File: src/rtl/uart_pkg.sv
// Shared types and helpers for the FIFO-fed UART transmitter.
// Line levels, frame states and the parity helper.
package uart_pkg;

  localparam int MAX_DW = 32;

  localparam logic MARK  = 1'b1;
  localparam logic SPACE = 1'b0;

  typedef enum logic [2:0] {
    IDLE,
    LOAD,
    START,
    DATA,
    PARITY,
    STOP
  } tx_state_e;

  // Zero-extension of narrower words leaves parity unchanged.
  function automatic logic even_parity(
    input logic [MAX_DW-1:0] d
  );
    return ^d;
  endfunction

endpackage

File: src/rtl/uart_baud_tick.sv
// Bit-period timer for the UART transmitter.
// tick marks the last clk cycle of each bit period.
module uart_baud_tick #(
  parameter int CLKS_PER_BIT = 16
) (
  input  logic clk,
  input  logic rst,
  input  logic clr,
  output logic tick
);

  localparam int CW = $clog2(CLKS_PER_BIT);
  localparam logic [CW-1:0] LAST = CW'(CLKS_PER_BIT - 1);

  logic [CW-1:0] cnt_q;
  logic [CW-1:0] cnt_d;

  assign tick = (cnt_q == LAST);

  // Count within the bit, wrap on the boundary, hold at 0 while cleared.
  always_comb begin
    cnt_d = cnt_q + CW'(1);
    if (clr || tick) cnt_d = '0;
  end

  // Counter register.
  always_ff @(posedge clk) begin
    if (rst) cnt_q <= '0;
    else     cnt_q <= cnt_d;
  end

endmodule

File: src/rtl/fifo_uart_tx.sv
// FIFO read side feeding a UART serialiser (8N1, opt. parity/2 stop).
// Pops one word per frame, only when idle, enabled and non-empty.
module fifo_uart_tx
  import uart_pkg::*;
#(
  parameter int DATA_WIDTH   = 8,
  parameter int CLKS_PER_BIT = 16,
  parameter int PARITY_EN    = 0,
  parameter int STOP_BITS    = 1
) (
  input  logic                  clk,
  input  logic                  rst,
  input  logic                  tx_en,
  input  logic                  fifo_empty,
  input  logic [DATA_WIDTH-1:0] fifo_data,
  output logic                  fifo_rd_en,
  output logic                  tx,
  output logic                  busy,
  output logic                  frame_done
);

  localparam int BW = $clog2(DATA_WIDTH + 1);
  localparam logic [BW-1:0] LAST_BIT = BW'(DATA_WIDTH - 1);
  localparam logic [BW-1:0] LAST_STP = BW'(STOP_BITS - 1);

  tx_state_e state_q;
  tx_state_e state_d;

  logic [DATA_WIDTH-1:0] shreg_q;
  logic [DATA_WIDTH-1:0] shreg_d;
  logic [BW-1:0]         bit_q;
  logic [BW-1:0]         bit_d;
  logic                  par_q;
  logic                  par_d;
  logic                  tx_q;
  logic                  tx_d;

  logic tick;
  logic clr;
  logic last_bit;
  logic last_stp;

  assign clr      = (state_q == IDLE) || (state_q == LOAD);
  assign last_bit = (bit_q == LAST_BIT);
  assign last_stp = (bit_q == LAST_STP);
  assign tx       = tx_q;

  uart_baud_tick #(
    .CLKS_PER_BIT(CLKS_PER_BIT)
  ) u_baud (
    .clk (clk),
    .rst (rst),
    .clr (clr),
    .tick(tick)
  );

  // State register.
  always_ff @(posedge clk) begin
    if (rst) state_q <= IDLE;
    else     state_q <= state_d;
  end

  // Frame sequencing: advance on bit boundaries.
  always_comb begin
    state_d = state_q;
    unique case (state_q)
      IDLE:   if (fifo_rd_en) state_d = LOAD;
      LOAD:   state_d = START;
      START:  if (tick) state_d = DATA;
      DATA: begin
        if (tick && last_bit) begin
          state_d = (PARITY_EN != 0) ? PARITY : STOP;
        end
      end
      PARITY: if (tick) state_d = STOP;
      STOP:   if (tick && last_stp) state_d = IDLE;
      default: state_d = IDLE;
    endcase
  end

  // Handshake and status outputs; reset masks the pop strobe.
  always_comb begin
    fifo_rd_en = !rst && (state_q == IDLE) && tx_en && !fifo_empty;
    busy       = (state_q != IDLE);
    frame_done = (state_q == STOP) && tick && last_stp;
  end

  // Datapath next values; tx follows the state being entered.
  always_comb begin
    shreg_d = shreg_q;
    bit_d   = bit_q;
    par_d   = par_q;
    unique case (state_q)
      LOAD: begin
        shreg_d = fifo_data;
        par_d   = even_parity(MAX_DW'(fifo_data));
        bit_d   = '0;
      end
      DATA: begin
        if (tick) begin
          if (last_bit) begin
            bit_d = '0;
          end else begin
            bit_d   = bit_q + BW'(1);
            shreg_d = shreg_q >> 1;
          end
        end
      end
      STOP: begin
        if (tick) bit_d = last_stp ? '0 : bit_q + BW'(1);
      end
      default: bit_d = '0;
    endcase
    unique case (state_d)
      START:   tx_d = SPACE;
      DATA:    tx_d = shreg_d[0];
      PARITY:  tx_d = par_q;
      default: tx_d = MARK;
    endcase
  end

  // Datapath registers; line returns to mark on reset.
  always_ff @(posedge clk) begin
    if (rst) begin
      shreg_q <= '0;
      bit_q   <= '0;
      par_q   <= 1'b0;
      tx_q    <= MARK;
    end else begin
      shreg_q <= shreg_d;
      bit_q   <= bit_d;
      par_q   <= par_d;
      tx_q    <= tx_d;
    end
  end

endmodule

File: config.mk
export PLATFORM = sky130hd
export DESIGN_NAME = fifo_uart_tx
export DESIGN_NICKNAME = d
export VERILOG_FILES = /design/src/rtl/uart_pkg.sv /design/src/rtl/uart_baud_tick.sv /design/src/rtl/fifo_uart_tx.sv
export SDC_FILE = /design/constraint.sdc
export NUM_CORES = 1
export LEC_CHECK = 0
export ABC_AREA = 1
export BUFFER_PORTS_ARGS = -buffer_cell sky130_fd_sc_hd__buf_4
export CAP_MARGIN = 20
export CORE_ASPECT_RATIO = 2
export CORE_MARGIN = 4
export CORE_UTILIZATION = 30
export DETAILED_ROUTE_END_ITERATION = 8
export PLACE_DENSITY_LB_ADDON = 0.3
export SYNTH_ARGS = -nofsm -noshare
export SYNTH_HDL_FRONTEND = slang
export SYNTH_HIERARCHICAL = 1
export SYNTH_SLANG_ARGS = --single-unit
File: constraint.sdc
create_clock -name clk -period 1.7 [get_ports clk]
set_input_delay 0.17 -clock clk [delete_from_list [all_inputs] [get_ports clk]]
set_output_delay 0.17 -clock clk [all_outputs]
set_load 0.005 [all_outputs]
==> results.cfg <==
[outcome]
status = finished clean

[critical_path]
required_ns = 1.53
worstPathMaxFanout = 4
endpoint_kind = output pin
start_kind = register
crit_type = register to output pin
ff2ff_setup_slack_ns = 0.17
cp.arrival_ns = 1.37

[clock_tree]
insertion_delay_ns = 0.26
clk_pin_slew_ns = 0.08
cts_buffers = 3
cts_tree = yes
htree_levels = 1
cts_buffer_depth = 2
holdBufCountCts = 0
cts.sinks = 21
root_buffer = clkbuf_8

[final_layout]
fin_cells = 236
layout_common_cells = nand2_1 (37), dfxtp_1 (21), nor2_1 (18), inv_1 (17), buf_4 (16)
layout-drive-gt1-share_pct = 21.1
layout_commonest_cell = nand2_1
finalInstanceArea_um2 = 1410
layout.nets = 201
diodes = 0
final_core_util_pct = 36.7
fill_cells = 456
areaGrowthSynthToFinish_pct = 18.5

[pwr]
power.leakage_nw = 0.589
max-vdd-ir-drop_uv = 434
p_per_area_nw_per_um2 = 665

[placed_design]
gp_congestion = 0.805
dp_slack_ns = 0.146
portBuffers = 15
placed_area_um2 = 1360
place_inst = 232
dp_hpwl_um = 2080

[sta]
finalCriticalPeriod_ns = 1.54
tightest_slew_ns = 0.485
fmax_mhz = 651
rsz0062_at_grt = no
max-slew-margin-rel_pct = 67.6
setup_tns_ns = 0
slew_violations = 0
fin_crit_sh_pct = 90.4
layout_setup_ws_ns = 0.164
hold_viol = 0
finClkSkew_ns = 0.00428
setup_viol = 0

[drt]
num_vias = 1094
drc_errors = 0
vias_per_cell = 4.64
routedWlPerCell_um = 10.6
drtIter0Drc = 13
ant_nets = 0
first_pass_iters = 4
finalWirelength_um = 2500

[worst_hold_path]
hp-class = primary input to register

[yosys]
netlist_area_um2 = 1190
avgSynthCellArea_um2 = 7.13
ys_async_sr_fraction_pct = 0
ys.flop_type = dfxtp_1
yosys.area.top_type = dfxtp_1
synth_edf_count = 0
synth.area.top_cells = dfxtp_1 (35%), nand2_1 (12%), nor2_1 (6.0%)
syn-instance-count = 167
synth_top_area_share_pct = 35.3
ys_seq_elements = 21
synth_nets = 182
yosysUniqueCellTypes = 27
yosysSeqAreaShare_pct = 35.3
yosys_warnings = 6

[die]
core_um2 = 3840
fp.dieH_um = 97.1
die_w_um = 52.6
fp-row-count = 32
io_pins = 16
dieArea_um2 = 5100
initial_core_util_pct = 31.0

[global_routing]
grt_max_degree = 14
grt_antenna_before_repair = 0
grt_pass1_vias = 1045
grt_pass1_wl_um = 4570
grt.total_usage_pct = 11.6
grt-ovfl-total = 0

[flow_run]
cap_violations = 0
[critical path, cell delays in order (launching register included)]
cell	delay (ns)
dfxtp_1	0.37
ha_1	0.21
nand3_2	0.10
inv_1	0.11
nand3_1	0.11
nor2_1	0.10
buf_4	0.11
[routing by layer]
metal,global-route usage (%),wire [um],up-vias
li1,-,-,572
met4,5.91,59,0
met5,0,0,-
met3,1.84,60,5
met1,11.9,918,500
met2,21.2,1470,17
[synthesized netlist by cell type, drive strengths merged (2+ instances only)]
master	count
ha	3
xor2	2
nand2	40
nand4	2
a21oi	15
xnor2	6
nor2	23
inv	23
nand3	15
nand2b	3
a22oi	6
dfxtp	21
o21ai	4
[cell type report]
class | instances | area, um2 | area share, %
clock buffers | 4 | 45.0 | 3.19
inverters | 23 | 88.8 | 6.29
multi-input cells | 121 | 673 | 47.7
flip-flops and latches | 21 | 420 | 29.8
well taps | 51 | 63.8 | 4.52
repair buffers | 16 | 120 | 8.51
[final timing paths]
| check | to | start | cells after the start |
|---|---|---|---|
| worst max-delay path | frame_done | u_baud/cnt_q[0] | 6 |
| worst max register to register | tx | u_baud/cnt_q[0] | 10 |
| worst min-delay path | shreg_q[7] | fifo_data[7] | 3 |
| worst min register to register | u_baud/cnt_q[0] | u_baud/cnt_q[0] | 1 |
[where the power goes]
part           total (mW)  internal, mW  switching (mW)
sequential          0.507         0.500         0.00674
clock               0.324         0.167           0.157
combinational       0.108        0.0531          0.0548
total               0.939         0.720           0.219
[cells by family after synthesis]
family          Yosys count  share of synthesized area [%]
flops                    21                           35.3
simple gates             85                           34.9
buf+inv                  25                           8.40
xor+xnor                  8                           5.88
fa+ha+maj                 3                           3.15
compound gates           25                           12.4
[metrics by stage]
| step | total power [mW] | hold WS, ns |
|---|---|---|
| 2_1_floorplan | 0.584 | 0.317 |
| 3_3_place_gp | 0.628 | 0.449 |
| 3_5_place_dp | 0.629 | 0.453 |
| 4_1_cts | 0.956 | 0.172 |
| 5_1_grt | 0.993 | 0.166 |
| 6_report | 0.939 | 0.179 |
[sequential cells by signal, indices dropped and copies added (netlist names)]
name and cells:
par_q 1, shreg_q 8, state_q 3, tx 1, bit_q 4, u_baud/cnt_q 4
[timing repair]
item                       CTS  global route
resized for setup            0             1
setup endpoints to repair    0             1
setup buffers                0             0
(Power assumes the default switching activity.)
